### src/rtl/mcdf_pkg.sv
// Shared definitions for the MCDF packet arbiter: channel ids, FSM states
// and the packet-length code decode.
package mcdf_pkg;

  localparam logic [1:0] CH0     = 2'b00;
  localparam logic [1:0] CH1     = 2'b01;
  localparam logic [1:0] CH2     = 2'b10;
  localparam logic [1:0] CH_NONE = 2'b11;

  typedef enum logic {
    IDLE,
    XFER
  } arb_state_e;

  // Codes 3..7 all saturate at the largest packet size.
  function automatic logic [5:0] pkglen_beats(input logic [2:0] code);
    logic [5:0] beats;
    case (code)
      3'd0:    beats = 6'd4;
      3'd1:    beats = 6'd8;
      3'd2:    beats = 6'd16;
      default: beats = 6'd32;
    endcase
    return beats;
  endfunction

endpackage

### src/rtl/mcdf_pkt_arbiter_if.sv
// Bundle of channel-side and formatter-side signals around the packet arbiter.
// The arbiter uses the slave modport; the surrounding channels/formatter use master.
interface mcdf_pkt_arbiter_if #(
  parameter int DW = 32
);
  logic [1:0]    slv0_prio_i,   slv1_prio_i,   slv2_prio_i;
  logic [2:0]    slv0_pkglen_i, slv1_pkglen_i, slv2_pkglen_i;
  logic [DW-1:0] slv0_data_i,   slv1_data_i,   slv2_data_i;
  logic          slv0_req_i,    slv1_req_i,    slv2_req_i;
  logic          slv0_val_i,    slv1_val_i,    slv2_val_i;
  logic          a2s0_ack_o,    a2s1_ack_o,    a2s2_ack_o;
  logic          f2a_id_req_i;
  logic          f2a_ack_i;
  logic          a2f_val_o;
  logic [1:0]    a2f_id_o;
  logic [DW-1:0] a2f_data_o;
  logic [2:0]    a2f_pkglen_sel_o;

  modport slave (
    input  slv0_prio_i, slv1_prio_i, slv2_prio_i,
    input  slv0_pkglen_i, slv1_pkglen_i, slv2_pkglen_i,
    input  slv0_data_i, slv1_data_i, slv2_data_i,
    input  slv0_req_i, slv1_req_i, slv2_req_i,
    input  slv0_val_i, slv1_val_i, slv2_val_i,
    output a2s0_ack_o, a2s1_ack_o, a2s2_ack_o,
    input  f2a_id_req_i, f2a_ack_i,
    output a2f_val_o, a2f_id_o, a2f_data_o, a2f_pkglen_sel_o
  );

  modport master (
    output slv0_prio_i, slv1_prio_i, slv2_prio_i,
    output slv0_pkglen_i, slv1_pkglen_i, slv2_pkglen_i,
    output slv0_data_i, slv1_data_i, slv2_data_i,
    output slv0_req_i, slv1_req_i, slv2_req_i,
    output slv0_val_i, slv1_val_i, slv2_val_i,
    input  a2s0_ack_o, a2s1_ack_o, a2s2_ack_o,
    output f2a_id_req_i, f2a_ack_i,
    input  a2f_val_o, a2f_id_o, a2f_data_o, a2f_pkglen_sel_o
  );
endinterface

### src/rtl/mcdf_rr_prio_pick.sv
// Combinational winner selection: aged requesters first, otherwise lowest
// priority value, with round-robin tie-break starting after rr_ptr_i.
module mcdf_rr_prio_pick
  import mcdf_pkg::*;
(
  input  logic [2:0]      req_i,
  input  logic [2:0][1:0] prio_i,
  input  logic [1:0]      rr_ptr_i,
  input  logic [2:0]      aged_i,
  output logic [1:0]      winner_o
);

  logic [1:0] min_prio;
  logic [2:0] cand;
  logic [1:0] idx;
  logic       found;

  always_comb begin
    min_prio = 2'd3;
    cand     = 3'b000;
    idx      = 2'd0;
    found    = 1'b0;
    winner_o = CH_NONE;

    for (int i = 0; i < 3; i++) begin
      if (req_i[i] && (prio_i[i] < min_prio)) begin
        min_prio = prio_i[i];
      end
    end
    for (int i = 0; i < 3; i++) begin
      cand[i] = req_i[i] && (prio_i[i] == min_prio);
    end
    // Any aged requester overrides priority entirely.
    if (|(req_i & aged_i)) begin
      cand = req_i & aged_i;
    end

    idx = (rr_ptr_i >= 2'd2) ? 2'd0 : rr_ptr_i + 2'd1;
    for (int k = 0; k < 3; k++) begin
      if (!found && cand[idx]) begin
        winner_o = idx;
        found    = 1'b1;
      end
      idx = (idx == 2'd2) ? 2'd0 : idx + 2'd1;
    end
  end

endmodule

### src/rtl/mcdf_pkt_arbiter.sv
// Packet-level arbiter between the three MCDF channels and the formatter.
// Optional starvation aging is enabled by defining MCDF_ARB_AGING_EN.
module mcdf_pkt_arbiter
  import mcdf_pkg::*;
#(
  parameter int DW = 32
`ifdef MCDF_ARB_AGING_EN
  ,
  parameter int AGE_LIMIT = 4
`endif
) (
  input logic               clk_i,
  input logic               rst_i,
  mcdf_pkt_arbiter_if.slave bus
);

  arb_state_e      state_q, state_d;
  logic [1:0]      id_q, id_d;
  logic [2:0]      pkglen_q, pkglen_d;
  logic [5:0]      len_q, len_d;
  logic [5:0]      cnt_q, cnt_d;
  logic [1:0]      rr_q, rr_d;

  logic [2:0]      req;
  logic [2:0][1:0] prio;
  logic [2:0]      aged;
  logic [1:0]      winner;
  logic [2:0]      win_pkglen;
  logic            beat;
  logic            out_val;
  logic [DW-1:0]   out_data;
  logic [2:0]      out_ack;

  assign req  = {bus.slv2_req_i, bus.slv1_req_i, bus.slv0_req_i};
  assign prio = {bus.slv2_prio_i, bus.slv1_prio_i, bus.slv0_prio_i};

  mcdf_rr_prio_pick u_pick (
    .req_i    (req),
    .prio_i   (prio),
    .rr_ptr_i (rr_q),
    .aged_i   (aged),
    .winner_o (winner)
  );

  always_comb begin
    win_pkglen = 3'b111;
    case (winner)
      CH0:     win_pkglen = bus.slv0_pkglen_i;
      CH1:     win_pkglen = bus.slv1_pkglen_i;
      CH2:     win_pkglen = bus.slv2_pkglen_i;
      default: win_pkglen = 3'b111;
    endcase
  end

  // Output path follows the registered grant; CH_NONE parks everything idle.
  always_comb begin
    out_val  = 1'b0;
    out_data = '1;
    out_ack  = 3'b000;
    case (id_q)
      CH0: begin
        out_val    = bus.slv0_val_i;
        out_data   = bus.slv0_data_i;
        out_ack[0] = bus.f2a_ack_i;
      end
      CH1: begin
        out_val    = bus.slv1_val_i;
        out_data   = bus.slv1_data_i;
        out_ack[1] = bus.f2a_ack_i;
      end
      CH2: begin
        out_val    = bus.slv2_val_i;
        out_data   = bus.slv2_data_i;
        out_ack[2] = bus.f2a_ack_i;
      end
      default: begin
        out_val  = 1'b0;
        out_data = '1;
        out_ack  = 3'b000;
      end
    endcase
  end

  assign bus.a2f_val_o        = out_val;
  assign bus.a2f_data_o       = out_data;
  assign bus.a2f_id_o         = id_q;
  assign bus.a2f_pkglen_sel_o = pkglen_q;
  assign bus.a2s0_ack_o       = out_ack[0];
  assign bus.a2s1_ack_o       = out_ack[1];
  assign bus.a2s2_ack_o       = out_ack[2];

  assign beat = out_val && bus.f2a_ack_i;

  always_comb begin
    state_d  = state_q;
    id_d     = id_q;
    pkglen_d = pkglen_q;
    len_d    = len_q;
    cnt_d    = cnt_q;
    rr_d     = rr_q;
    case (state_q)
      IDLE: begin
        if (bus.f2a_id_req_i && (|req)) begin
          state_d  = XFER;
          id_d     = winner;
          pkglen_d = win_pkglen;
          len_d    = pkglen_beats(win_pkglen);
          cnt_d    = 6'd0;
        end
      end
      XFER: begin
        if (beat) begin
          if (cnt_q == (len_q - 6'd1)) begin
            state_d  = IDLE;
            id_d     = CH_NONE;
            pkglen_d = 3'b111;
            rr_d     = id_q;
            cnt_d    = 6'd0;
          end else begin
            cnt_d = cnt_q + 6'd1;
          end
        end
      end
      default: begin
        state_d = IDLE;
        id_d    = CH_NONE;
      end
    endcase
  end

  always_ff @(posedge clk_i) begin
    if (rst_i) begin
      state_q  <= IDLE;
      id_q     <= CH_NONE;
      pkglen_q <= 3'b111;
      len_q    <= 6'd0;
      cnt_q    <= 6'd0;
      rr_q     <= CH2;
    end else begin
      state_q  <= state_d;
      id_q     <= id_d;
      pkglen_q <= pkglen_d;
      len_q    <= len_d;
      cnt_q    <= cnt_d;
      rr_q     <= rr_d;
    end
  end

`ifdef MCDF_ARB_AGING_EN
  localparam logic [2:0] AGE_LIM3 = 3'(AGE_LIMIT);

  logic [2:0][2:0] age_q, age_d;
  logic            arb_win;
  logic [2:0]      win_oh;

  assign arb_win = (state_q == IDLE) && bus.f2a_id_req_i && (|req);
  assign win_oh  = 3'b001 << winner;

  // Losing requesters age (saturating); the winner starts over.
  always_comb begin
    age_d = age_q;
    aged  = 3'b000;
    for (int i = 0; i < 3; i++) begin
      aged[i] = (age_q[i] >= AGE_LIM3);
      if (arb_win) begin
        if (win_oh[i]) begin
          age_d[i] = 3'd0;
        end else if (req[i] && (age_q[i] != 3'd7)) begin
          age_d[i] = age_q[i] + 3'd1;
        end
      end
    end
  end

  always_ff @(posedge clk_i) begin
    if (rst_i) begin
      age_q <= '0;
    end else begin
      age_q <= age_d;
    end
  end
`else
  assign aged = 3'b000;
`endif

endmodule
### src/flat_wrapper.sv
// flat-port wrapper written by rule: the top's interface ports become plain ports
module mcdf_pkt_arbiter_flat import mcdf_pkg::*;
#(
  parameter int DW = 32

)
  (clk_i, rst_i, bus_slv0_prio_i, bus_slv1_prio_i, bus_slv2_prio_i, bus_slv0_pkglen_i, bus_slv1_pkglen_i, bus_slv2_pkglen_i, bus_slv0_data_i, bus_slv1_data_i, bus_slv2_data_i, bus_slv0_req_i, bus_slv1_req_i, bus_slv2_req_i, bus_slv0_val_i, bus_slv1_val_i, bus_slv2_val_i, bus_a2s0_ack_o, bus_a2s1_ack_o, bus_a2s2_ack_o, bus_f2a_id_req_i, bus_f2a_ack_i, bus_a2f_val_o, bus_a2f_id_o, bus_a2f_data_o, bus_a2f_pkglen_sel_o);
  mcdf_pkt_arbiter_if #(.DW(DW)) bus_i ();
  input logic clk_i;
  input logic rst_i;
  input wire logic [$bits(bus_i.slv0_prio_i)-1:0] bus_slv0_prio_i;
  input wire logic [$bits(bus_i.slv1_prio_i)-1:0] bus_slv1_prio_i;
  input wire logic [$bits(bus_i.slv2_prio_i)-1:0] bus_slv2_prio_i;
  input wire logic [$bits(bus_i.slv0_pkglen_i)-1:0] bus_slv0_pkglen_i;
  input wire logic [$bits(bus_i.slv1_pkglen_i)-1:0] bus_slv1_pkglen_i;
  input wire logic [$bits(bus_i.slv2_pkglen_i)-1:0] bus_slv2_pkglen_i;
  input wire logic [$bits(bus_i.slv0_data_i)-1:0] bus_slv0_data_i;
  input wire logic [$bits(bus_i.slv1_data_i)-1:0] bus_slv1_data_i;
  input wire logic [$bits(bus_i.slv2_data_i)-1:0] bus_slv2_data_i;
  input wire logic [$bits(bus_i.slv0_req_i)-1:0] bus_slv0_req_i;
  input wire logic [$bits(bus_i.slv1_req_i)-1:0] bus_slv1_req_i;
  input wire logic [$bits(bus_i.slv2_req_i)-1:0] bus_slv2_req_i;
  input wire logic [$bits(bus_i.slv0_val_i)-1:0] bus_slv0_val_i;
  input wire logic [$bits(bus_i.slv1_val_i)-1:0] bus_slv1_val_i;
  input wire logic [$bits(bus_i.slv2_val_i)-1:0] bus_slv2_val_i;
  output wire logic [$bits(bus_i.a2s0_ack_o)-1:0] bus_a2s0_ack_o;
  output wire logic [$bits(bus_i.a2s1_ack_o)-1:0] bus_a2s1_ack_o;
  output wire logic [$bits(bus_i.a2s2_ack_o)-1:0] bus_a2s2_ack_o;
  input wire logic [$bits(bus_i.f2a_id_req_i)-1:0] bus_f2a_id_req_i;
  input wire logic [$bits(bus_i.f2a_ack_i)-1:0] bus_f2a_ack_i;
  output wire logic [$bits(bus_i.a2f_val_o)-1:0] bus_a2f_val_o;
  output wire logic [$bits(bus_i.a2f_id_o)-1:0] bus_a2f_id_o;
  output wire logic [$bits(bus_i.a2f_data_o)-1:0] bus_a2f_data_o;
  output wire logic [$bits(bus_i.a2f_pkglen_sel_o)-1:0] bus_a2f_pkglen_sel_o;
  assign bus_i.slv0_prio_i = bus_slv0_prio_i;
  assign bus_i.slv1_prio_i = bus_slv1_prio_i;
  assign bus_i.slv2_prio_i = bus_slv2_prio_i;
  assign bus_i.slv0_pkglen_i = bus_slv0_pkglen_i;
  assign bus_i.slv1_pkglen_i = bus_slv1_pkglen_i;
  assign bus_i.slv2_pkglen_i = bus_slv2_pkglen_i;
  assign bus_i.slv0_data_i = bus_slv0_data_i;
  assign bus_i.slv1_data_i = bus_slv1_data_i;
  assign bus_i.slv2_data_i = bus_slv2_data_i;
  assign bus_i.slv0_req_i = bus_slv0_req_i;
  assign bus_i.slv1_req_i = bus_slv1_req_i;
  assign bus_i.slv2_req_i = bus_slv2_req_i;
  assign bus_i.slv0_val_i = bus_slv0_val_i;
  assign bus_i.slv1_val_i = bus_slv1_val_i;
  assign bus_i.slv2_val_i = bus_slv2_val_i;
  assign bus_a2s0_ack_o = bus_i.a2s0_ack_o;
  assign bus_a2s1_ack_o = bus_i.a2s1_ack_o;
  assign bus_a2s2_ack_o = bus_i.a2s2_ack_o;
  assign bus_i.f2a_id_req_i = bus_f2a_id_req_i;
  assign bus_i.f2a_ack_i = bus_f2a_ack_i;
  assign bus_a2f_val_o = bus_i.a2f_val_o;
  assign bus_a2f_id_o = bus_i.a2f_id_o;
  assign bus_a2f_data_o = bus_i.a2f_data_o;
  assign bus_a2f_pkglen_sel_o = bus_i.a2f_pkglen_sel_o;
  mcdf_pkt_arbiter #(.DW(DW)) u_core (.clk_i(clk_i), .rst_i(rst_i), .bus(bus_i));
endmodule
### config.mk
export PLATFORM = sky130hd
export DESIGN_NAME = mcdf_pkt_arbiter_flat
export DESIGN_NICKNAME = d
export VERILOG_FILES = /design/src/rtl/mcdf_pkg.sv /design/src/rtl/mcdf_pkt_arbiter_if.sv /design/src/rtl/mcdf_rr_prio_pick.sv /design/src/rtl/mcdf_pkt_arbiter.sv /design/src/flat_wrapper.sv
export SDC_FILE = /design/constraint.sdc
export NUM_CORES = 1
export LEC_CHECK = 0
export ABC_AREA = 0
export CELL_PAD_IN_SITES_DETAIL_PLACEMENT = 1
export CELL_PAD_IN_SITES_GLOBAL_PLACEMENT = 1
export CORE_AREA = 3 3 99 101
export DETAILED_ROUTE_END_ITERATION = 8
export DIE_AREA = 0 0 102 104
export PLACE_DENSITY = 0.79
export SETUP_SLACK_MARGIN = 0.5
export SLEW_MARGIN = 20
export SYNTH_ARGS = -nofsm -noshare
export SYNTH_HDL_FRONTEND = slang
export SYNTH_SLANG_ARGS = --single-unit
### constraint.sdc
create_clock -name clk_i -period 7.9 [get_ports clk_i]
set_clock_uncertainty 0.1 [all_clocks]
set_input_delay 2.37 -clock clk_i [delete_from_list [all_inputs] [get_ports clk_i]]
set_output_delay 2.37 -clock clk_i [all_outputs]
set_load 0.01 [all_outputs]
==> Word level (Yosys, flattened, before mapping) <==
Cells that the tools add are included.
{ "op_classes": {"n_addsub": 5, "n_lt_le_gt_ge": 7, "n_eq_ne": 15, "muxes": 40, "bitwise": 1, "reduce_logical": 20} }
{ "ops": {"columns": ["cell", "n"], "rows": [
  ["one-hot mux 32 bit (3 select lines)", 1],
  ["two-way mux 2 bit", 12],
  ["two-way mux 6 bit", 3],
  ["one-hot mux 6 bit (3 select lines)", 1],
  ["one-hot mux 6 bit (2 select lines)", 1],
  ["two-way mux 1 bit", 11],
  ["logical AND 1 bit", 10],
  ["< comparator 2 x 3 -> 1 bit (second input constant)", 3],
  ["two-way mux 3 bit", 3],
  ["one-hot mux 3 bit (3 select lines)", 1],
  ["equality test 2 bit (second input constant)", 4],
  ["adder 2 x 1 -> 2 bit (second input constant)", 3],
  ["adder 6 x 1 -> 6 bit (second input constant)", 1],
  ["binary-select mux 1 bit (select 2 bit)", 3],
  ["equality test 2 bit", 3],
  ["equality test 6 bit", 1],
  ["one-hot mux 3 bit (2 select lines)", 1],
  ["AND reduction 3 bit", 2],
  ["subtractor 6 x 1 -> 6 bit (second input constant)", 1],
  ["equality test 2 x 1 -> 1 bit (second input constant)", 2],
  ["zero test 2 bit", 2],
  ["< comparator 2 bit", 2],
  ["inequality test 2 bit (second input constant)", 2],
  ["one-hot mux 2 bit (2 select lines)", 1],
  ["12 further kinds", 14]
]} }
{ "word_totals": {"regBits": 20} }

==> Longest topological paths before layout <==
Gate-level depths: netlist (run 1).
{ "logic_depth": {"word_depth": 24, "mapped_depth": 17, "mapped_depth_nobuf": 17} }

==> Modules after synthesis <==
A second synthesis (run 1) with hierarchy kept.
{ "hier_totals": {"cells_unflattened": 252, "hier_area_um2": 2135.8} }
{ "modules_own_cells": {"columns": ["mod", "instances", "cells_per_inst", "area_per_inst_um2", "seq_area_each_um2"], "rows": [
  ["mcdf_pkt_arbiter", 1, 194, 1699.1, 360.3],
  ["mcdf_rr_prio_pick", 1, 58, 436.7, 0.0]
]} }

==> Least setup slack after synthesis (run 1) <==
Ideal clock, no wire load.
{ "synth_timing": {"path_kind": "input -> register", "start": "in bus_slv0_req_i", "end": "reg u_core.len_q[2]", "setup_time_ns": 0.059, "t_arrival_ns": 6.122, "slack_ns": 1.619, "stages": 17, "cell_sequence": "nor2b_1 -> ha_1 -> inv_1 -> o21ai_0 -> a22oi_1 -> inv_1 -> ha_1 -> or3b_2 -> nor2_1 -> o32a_1 -> nand4_1 -> mux2_2 -> a32o_1 -> or4_4 -> a31oi_4 -> nor2b_1 -> a22o_1"} }
{ "synth_between": {"elab_chain_cells": 23, "word_cells_on_any_way": 40} }
{ "synth_lines": {"columns": ["item", "line", "rtl"], "rows": [
  ["start: declaration", "flat_wrapper.sv:20", "input wire logic [$bits(bus_i.slv0_req_i)-1:0] bus_slv0_req_i;"],
  ["logical AND 1 bit", "mcdf_rr_prio_pick.sv:26", "if (req_i[i] && (prio_i[i] < min_prio)) begin"],
  ["two-way mux 2 bit", "mcdf_rr_prio_pick.sv:26", null],
  ["< comparator 2 bit", "mcdf_rr_prio_pick.sv:26", null],
  ["logical AND 1 bit", "mcdf_rr_prio_pick.sv:26", null],
  ["two-way mux 2 bit", "mcdf_rr_prio_pick.sv:26", null],
  ["< comparator 2 bit", "mcdf_rr_prio_pick.sv:26", null],
  ["logical AND 1 bit", "mcdf_rr_prio_pick.sv:26", null],
  ["two-way mux 2 bit", "mcdf_rr_prio_pick.sv:26", null],
  ["(+7 left out)", null, null],
  ["two-way mux 1 bit", "mcdf_rr_prio_pick.sv:40", "if (!found && cand[idx]) begin"],
  ["zero test 1 bit", "mcdf_rr_prio_pick.sv:40", null],
  ["logical AND 1 bit", "mcdf_rr_prio_pick.sv:40", null],
  ["two-way mux 2 bit", "mcdf_rr_prio_pick.sv:40", null],
  ["equality test 2 bit (tied with other cells)", "mcdf_pkt_arbiter.sv:47", "case (winner)"],
  ["one-hot mux 3 bit (3 select lines)", "mcdf_pkt_arbiter.sv:47", null],
  ["equality test 3 x 2 -> 1 bit (tied with other cells)", "mcdf_pkg.sv:18", "case (code)"],
  ["one-hot mux 6 bit (3 select lines)", "mcdf_pkg.sv:18", null],
  ["end signal: assignment", "mcdf_pkt_arbiter.sv:143", "len_q <= len_d;"],
  ["end: declaration", "mcdf_pkt_arbiter.sv:20", "logic [5:0] len_q, len_d;"]
]} }
Parallel ways exist; a longest one is shown, timed or not. The select of a mux whose other input is x is not followed.
A chain may end at the register's enable or synchronous reset.

==> Worst setup path after layout (run 1) <==
{ "layout_timing": {"start": "in bus_slv0_req_i", "end": "reg u_core.len_q[4]"} }
Same word-level chain as after synthesis.

==> flow_summary.ini, run 1 <==
[run]
drv_cap = 0

[pwr]
leakage_nw = 1.41
p_per_area_mw_per_mm2 = 108
peakVddDrop_v = 0.0000566

[synthesis]
ys_warn_count = 0
synth-edff-count = 0
ys_seq_area_share_pct = 17.4
synthXorXnorAreaFrac_pct = 4.66
synth_compound_gate_area_share_pct = 27.8
synthArstFlopShare_pct = 0
synthAdderAreaFrac_pct = 2.42
synth_nets = 366
ys_seq_elements = 18
synth_mux_area_share_pct = 24.0
synth_top_family_by_area = compound AO/OA/AOI/OAI gates
netlist_area_sq_mm = 0.00207
synth-simple-area-share_pct = 19.2
ys_types = 50
synth_ff_type = dfxtp_1
synth_cells = 241
syn_avg_cell_area_sq_um = 8.59

[cells_and_area]
nNetsFinal = 520
final_cell_mix = clkdlybuf4s50_1 (161), mux2_2 (35), o22a_1 (34), nor2_1 (18), dfxtp_1 (17)
multiInputGateArea_sq_mm = 0.00164
seqCellArea_sq_um = 362
synthToLayoutAreaGrowth_pct = 86.8
antenna_cells = 0
fin_cells = 505
layout_commonest_cell = clkdlybuf4s50_1
drive_gt1_share_pct = 14.2
fin_util_pct = 42.4
final.fill_count = 1064

[cts]
cts_hold_buffers = 0
clk_latency_ns = 0.25
cts_tree = yes
cts_root_buf = clkbuf_8
postCtsSetupBuffers = 0
clk_path_buf_depth = 2
cts-htree-levels = 1
cts.sinks = 18
cts_buffers = 3
path_clk_slew_ns = 0.07

[timing]
tightest_slew_ns = 0.924
slew_headroom_pct = 38.4
maxSlewViolCount = 0
rsz0062_at_grt = false
tns_ns = 0
setup_viol = 0
hold_viol = 0
fin_crit_ns = 7.03
fin_crit_sh_pct = 89.0
fmax_mhz = 142

[floorplanning]
dieArea_sq_mm = 0.0106
die_x_um = 102
fp.coreArea_sq_mm = 0.00911
die_h_um = 104
initial_core_util_pct = 22.7
num_rows = 35
pin_count = 162

[detailed_routing]
first_iter_violations = 61
via_per_inst = 4.94
drc = 0
ant_nets = 0
wl_um = 9460
vias = 2494
drt-wirelength-per-cell_um = 18.7
dr.pass1.iters = 4

[global_routing]
antenna_found_initial = 0
grt_pass1_wl_um = 14800
grt_use_total_pct = 17.2
grt-ovfl-total = 0
grt_max_degree = 41
grt_pass1_vias = 2890

[placed_design]
port_buffers = 161
dp.cells = 501
gp_congestion = 0.853
hpwlAfterDp_um = 7680

[hold_path]
hp-class = register to register

[worst_setup_path]
arrival_ns = 7.10
cp-start-kind = primary input
cp.required_ns = 7.97
crit_type = primary input to register
cp-end-kind = register
worstPathMaxFanout = 7

[status]
status = complete, no violations
cells in the mapped netlist, types with 5 or more instances:
cell type / number / area share [%]
nor2_1: 18 / 3.3
mux2_2: 35 / 19
mux2i_1: 8 / 3.9
o22a_1: 34 / 14
o22ai_1: 5 / 1.5
a21oi_1: 5 / 1.2
xnor2_1: 6 / 2.5
nand2b_1: 8 / 2.4
inv_1: 10 / 1.8
nor2b_1: 8 / 2.4
dfxtp_1: 18 / 17
xor2_1: 5 / 2.1
nand2_1: 10 / 1.8
clkbuf_1: 14 / 2.5
metal layers:
layer,GRT usage [%],share of wire [%]
met2,32.9,54
met4,2.72,1.0
met1,19.5,39
met3,3.62,5.3
met5,0,0
sequential cells by signal, summed over array words and instances, names as in the netlist:
signal / flops
u_core.cnt_q: 6
u_core.len_q: 4
u_core.bus.a2f_pkglen_sel_o: 3
u_core.bus.a2f_id_o: 2
u_core.rr_q: 2
u_core.state_q: 1
path summary, 6_finish.rpt:
kind | start | end | slack [ns] | cells past startpoint
setup / recovery | bus_slv0_req_i | u_core.len_q[4] | 0.87 | 18
hold / removal | u_core.len_q[5] | u_core.len_q[5] | 0.39 | 2
setup reg to reg | u_core.bus.a2f_id_o[0] | u_core.cnt_q[0] | 5.06 | 9
hold reg to reg | u_core.len_q[5] | u_core.len_q[5] | 0.39 | 2
critical path, cell delays in order:
cell,delay (ns)
clkdlybuf4s50_1,0.61
nor2b_4,0.26
ha_1,0.29
inv_1,0.07
o21ai_0,0.16
a22oi_2,0.35
inv_1,0.09
ha_1,0.31
or3b_2,0.52
nor2_1,0.13
o32a_1,0.22
nand4_1,0.12
mux2_2,0.29
a32o_1,0.31
or4_4,0.44
a31oi_4,0.25
nand3b_1,0.12
a21oi_1,0.18
cell type report:
class,count,share of cell area [%]
Clock buffer,4,1.42
Timing Repair Buffer,164,42.3
Multi-Input combinational cell,198,42.4
Tap cell,111,3.59
Inverter,10,0.971
Sequential cell,18,9.36
stage by stage:
| step | setup WS [ns] | hold slack [ns] | instance area (sq um) | total power [mW] |
|---|---|---|---|---|
| 4_1_cts | 0.624 | 0.401 | 3840 | 0.419 |
| 3_5_place_dp | 0.388 | 0.383 | 3790 | 0.342 |
| 3_3_place_gp | 0.718 | 0.381 | 3790 | 0.337 |
| 2_1_floorplan | 1.62 | 0.359 | 2070 | 0.217 |
| 5_1_grt | 0.544 | 0.444 | 3860 | 0.445 |
| 6_report | 0.871 | 0.395 | 3860 | 0.417 |
where the power goes:
group	switching [mW]	leakage [nW]	internal, mW
Clock	0.0307	0.0288	0.0442
Sequential	0.00893	0.146	0.0955
Combinational	0.0937	1.23	0.144
timing repair:
action                     CTS  global route
resized for setup            0             5
hold endpoints to repair     0             0
setup endpoints to repair    0             6
cell families after synthesis:
family                     count (synthesis)
and+or+nand+nor                           71
AOI/OAI and AO/OA                         68
muxes                                     44
buffers and inverters                     25
DFF                                       18
xor gates and xnor gates                  11
adders and majority gates                  4
Note: power is estimated with default switching activity, not from simulation.
==> inputs of run 2 (changes only) <==
- CORE_AREA: 3 3 99 101 -> 3 3 76 132
- DIE_AREA: 0 0 102 104 -> 0 0 79 135
- PLACE_DENSITY: 0.79 -> 0.78
==> flow_summary.ini, run 2 (same netlist as run 1, synthesis figures left out) <==
[placed_design]
port_buffers = 161
hpwlAfterDp_um = 8150
gp_congestion = 0.817

[cells_and_area]
largest-register = u_core.cnt_q
fin_util_pct = 43.1
final_cell_mix = clkdlybuf4s50_1 (161), mux2_2 (35), o22a_1 (34), nor2_1 (18), dfxtp_1 (17)
drive_gt1_share_pct = 14.7
synthToLayoutAreaGrowth_pct = 89.4
nNetsFinal = 521
largest_register_ffs = 6
layout_commonest_cell = clkdlybuf4s50_1

[pwr]
p_switching_mw = 0.141
leakage_nw = 1.42
peakVddDrop_v = 0.0000780
power_frac_clock_pct = 24.7
comb_power_share_pct = 52.4
internal_power_mw = 0.318
seqPwrFrac_pct = 22.9
p_per_area_mw_per_mm2 = 117
sw_frac_of_total_pct = 30.6

[floorplanning]
num_rows = 46
fp.coreArea_sq_mm = 0.00909
pin_count = 162
die_h_um = 135
dieArea_sq_mm = 0.0107
initial_core_util_pct = 22.8
die_x_um = 79

[timing]
tns_ns = 0
maxSlewViolCount = 0
fin_crit_sh_pct = 89.1
slew_headroom_pct = 37.3
setup_viol = 0
hold_viol = 0
fin_crit_ns = 7.04
fmax_mhz = 142
rsz0062_at_grt = false
tightest_slew_ns = 0.940

[worst_setup_path]
arrival_ns = 7.13
crit_type = primary input to register
cp.required_ns = 8.00
cp-end-kind = register
worstPathMaxFanout = 7
cp-start-kind = primary input

[detailed_routing]
dr.pass1.iters = 4
wl_um = 9690
drt-wirelength-per-cell_um = 18.8
vias = 2603
first_iter_violations = 47
ant_nets = 0
drc = 0
via_per_inst = 5.04

[cts]
cts.sinks = 18
cts-htree-levels = 1
cts_tree = yes
cts_root_buf = clkbuf_16
cts_hold_buffers = 0
clk_path_buf_depth = 2
cts_buffers = 3
clk_latency_ns = 0.25
path_clk_slew_ns = 0.05

[global_routing]
antenna_found_initial = 1
grt_pass1_vias = 2914
grt_max_degree = 41
grt_pass1_wl_um = 14600
grt_use_total_pct = 17.6
grt-ovfl-total = 0

[hold_path]
hp-class = register to register

[status]
status = complete, no violations

[run]
drv_cap = 0
-- run 2: cell count changes in the layout (fill, tap and decap cells not counted), sizes merged --
cell / delta
diode: +1
buf: +1
-- run 2: final cells by class --
class | count | area [sq um]
Fill cell | 1117 | 5170
Inverter | 10 | 37.5
Timing Repair Buffer | 165 | 1640
Antenna cell | 1 | 2.50
Clock buffer | 4 | 88.8
Multi-Input combinational cell | 198 | 1640
Sequential cell | 18 | 362
Tap cell | 120 | 150
-- run 2: path summary, 6_finish.rpt --
kind / from / endpoint / cells past startpoint / slack, ns
min reg2reg: u_core.bus.a2f_pkglen_sel_o[1] / u_core.bus.a2f_pkglen_sel_o[1] / 2 / 0.40
max reg2reg: u_core.bus.a2f_id_o[0] / u_core.cnt_q[0] / 9 / 5.03
max: bus_slv0_req_i / u_core.len_q[2] / 18 / 0.86
min: u_core.bus.a2f_pkglen_sel_o[1] / u_core.bus.a2f_pkglen_sel_o[1] / 2 / 0.40
-- run 2: metal layers --
layer	share of wire, %	vias to the layer above	GRT usage (%)
met1	31	1231	15.1
met2	58	127	36.4
met4	2.9	0	6.02
li1	-	1227	-
met3	8.3	18	5.21
met5	0	-	0
-- run 2: critical path, cell delays in order --
cell and delay, ns:
clkdlybuf4s50_1 0.56, nor2b_2 0.26, ha_1 0.24, nor2b_1 0.21
o21ai_0 0.20, a22oi_2 0.32, inv_1 0.08, ha_1 0.31
or3b_2 0.52, nor2_1 0.13, o32a_1 0.23, nand4b_1 0.11
mux2_2 0.29, a32o_1 0.31, or4_4 0.44, a31oi_4 0.24
nor2b_1 0.18, a22o_1 0.13
-- run 2: timing repair --
| action | 4_1_cts | 5_1_grt |
|---|---|---|
| resized for setup | 0 | 6 |
| buffers inserted | 0 | 1 |
| setup endpoints to repair | 0 | 5 |
-- run 2: power by group through the flow --
| stage | registers (mW) | clock network [mW] | logic (mW) |
|---|---|---|---|
| 6_report | 0.105 | 0.113 | 0.240 |
| 3_3_place_gp | 0.107 | 0 | 0.231 |
| 3_5_place_dp | 0.107 | 0 | 0.236 |
| 5_1_grt | 0.106 | 0.117 | 0.259 |
| 2_1_floorplan | 0.101 | 0 | 0.115 |
| 4_1_cts | 0.106 | 0.114 | 0.238 |
-- run 2: through the flow --
step / setup slack (ns) / cell area, sq um / std cells / power (mW) / hold slack [ns]
CTS: 0.771 / 3890 / 514 / 0.457 / 0.416
detailed placement: 0.514 / 3800 / 510 / 0.344 / 0.396
global route: 0.530 / 3920 / 516 / 0.482 / 0.433
global placement: 0.697 / 3800 / 510 / 0.338 / 0.386
floorplan: 1.62 / 2070 / 241 / 0.217 / 0.359
finish: 0.863 / 3920 / 516 / 0.459 / 0.403
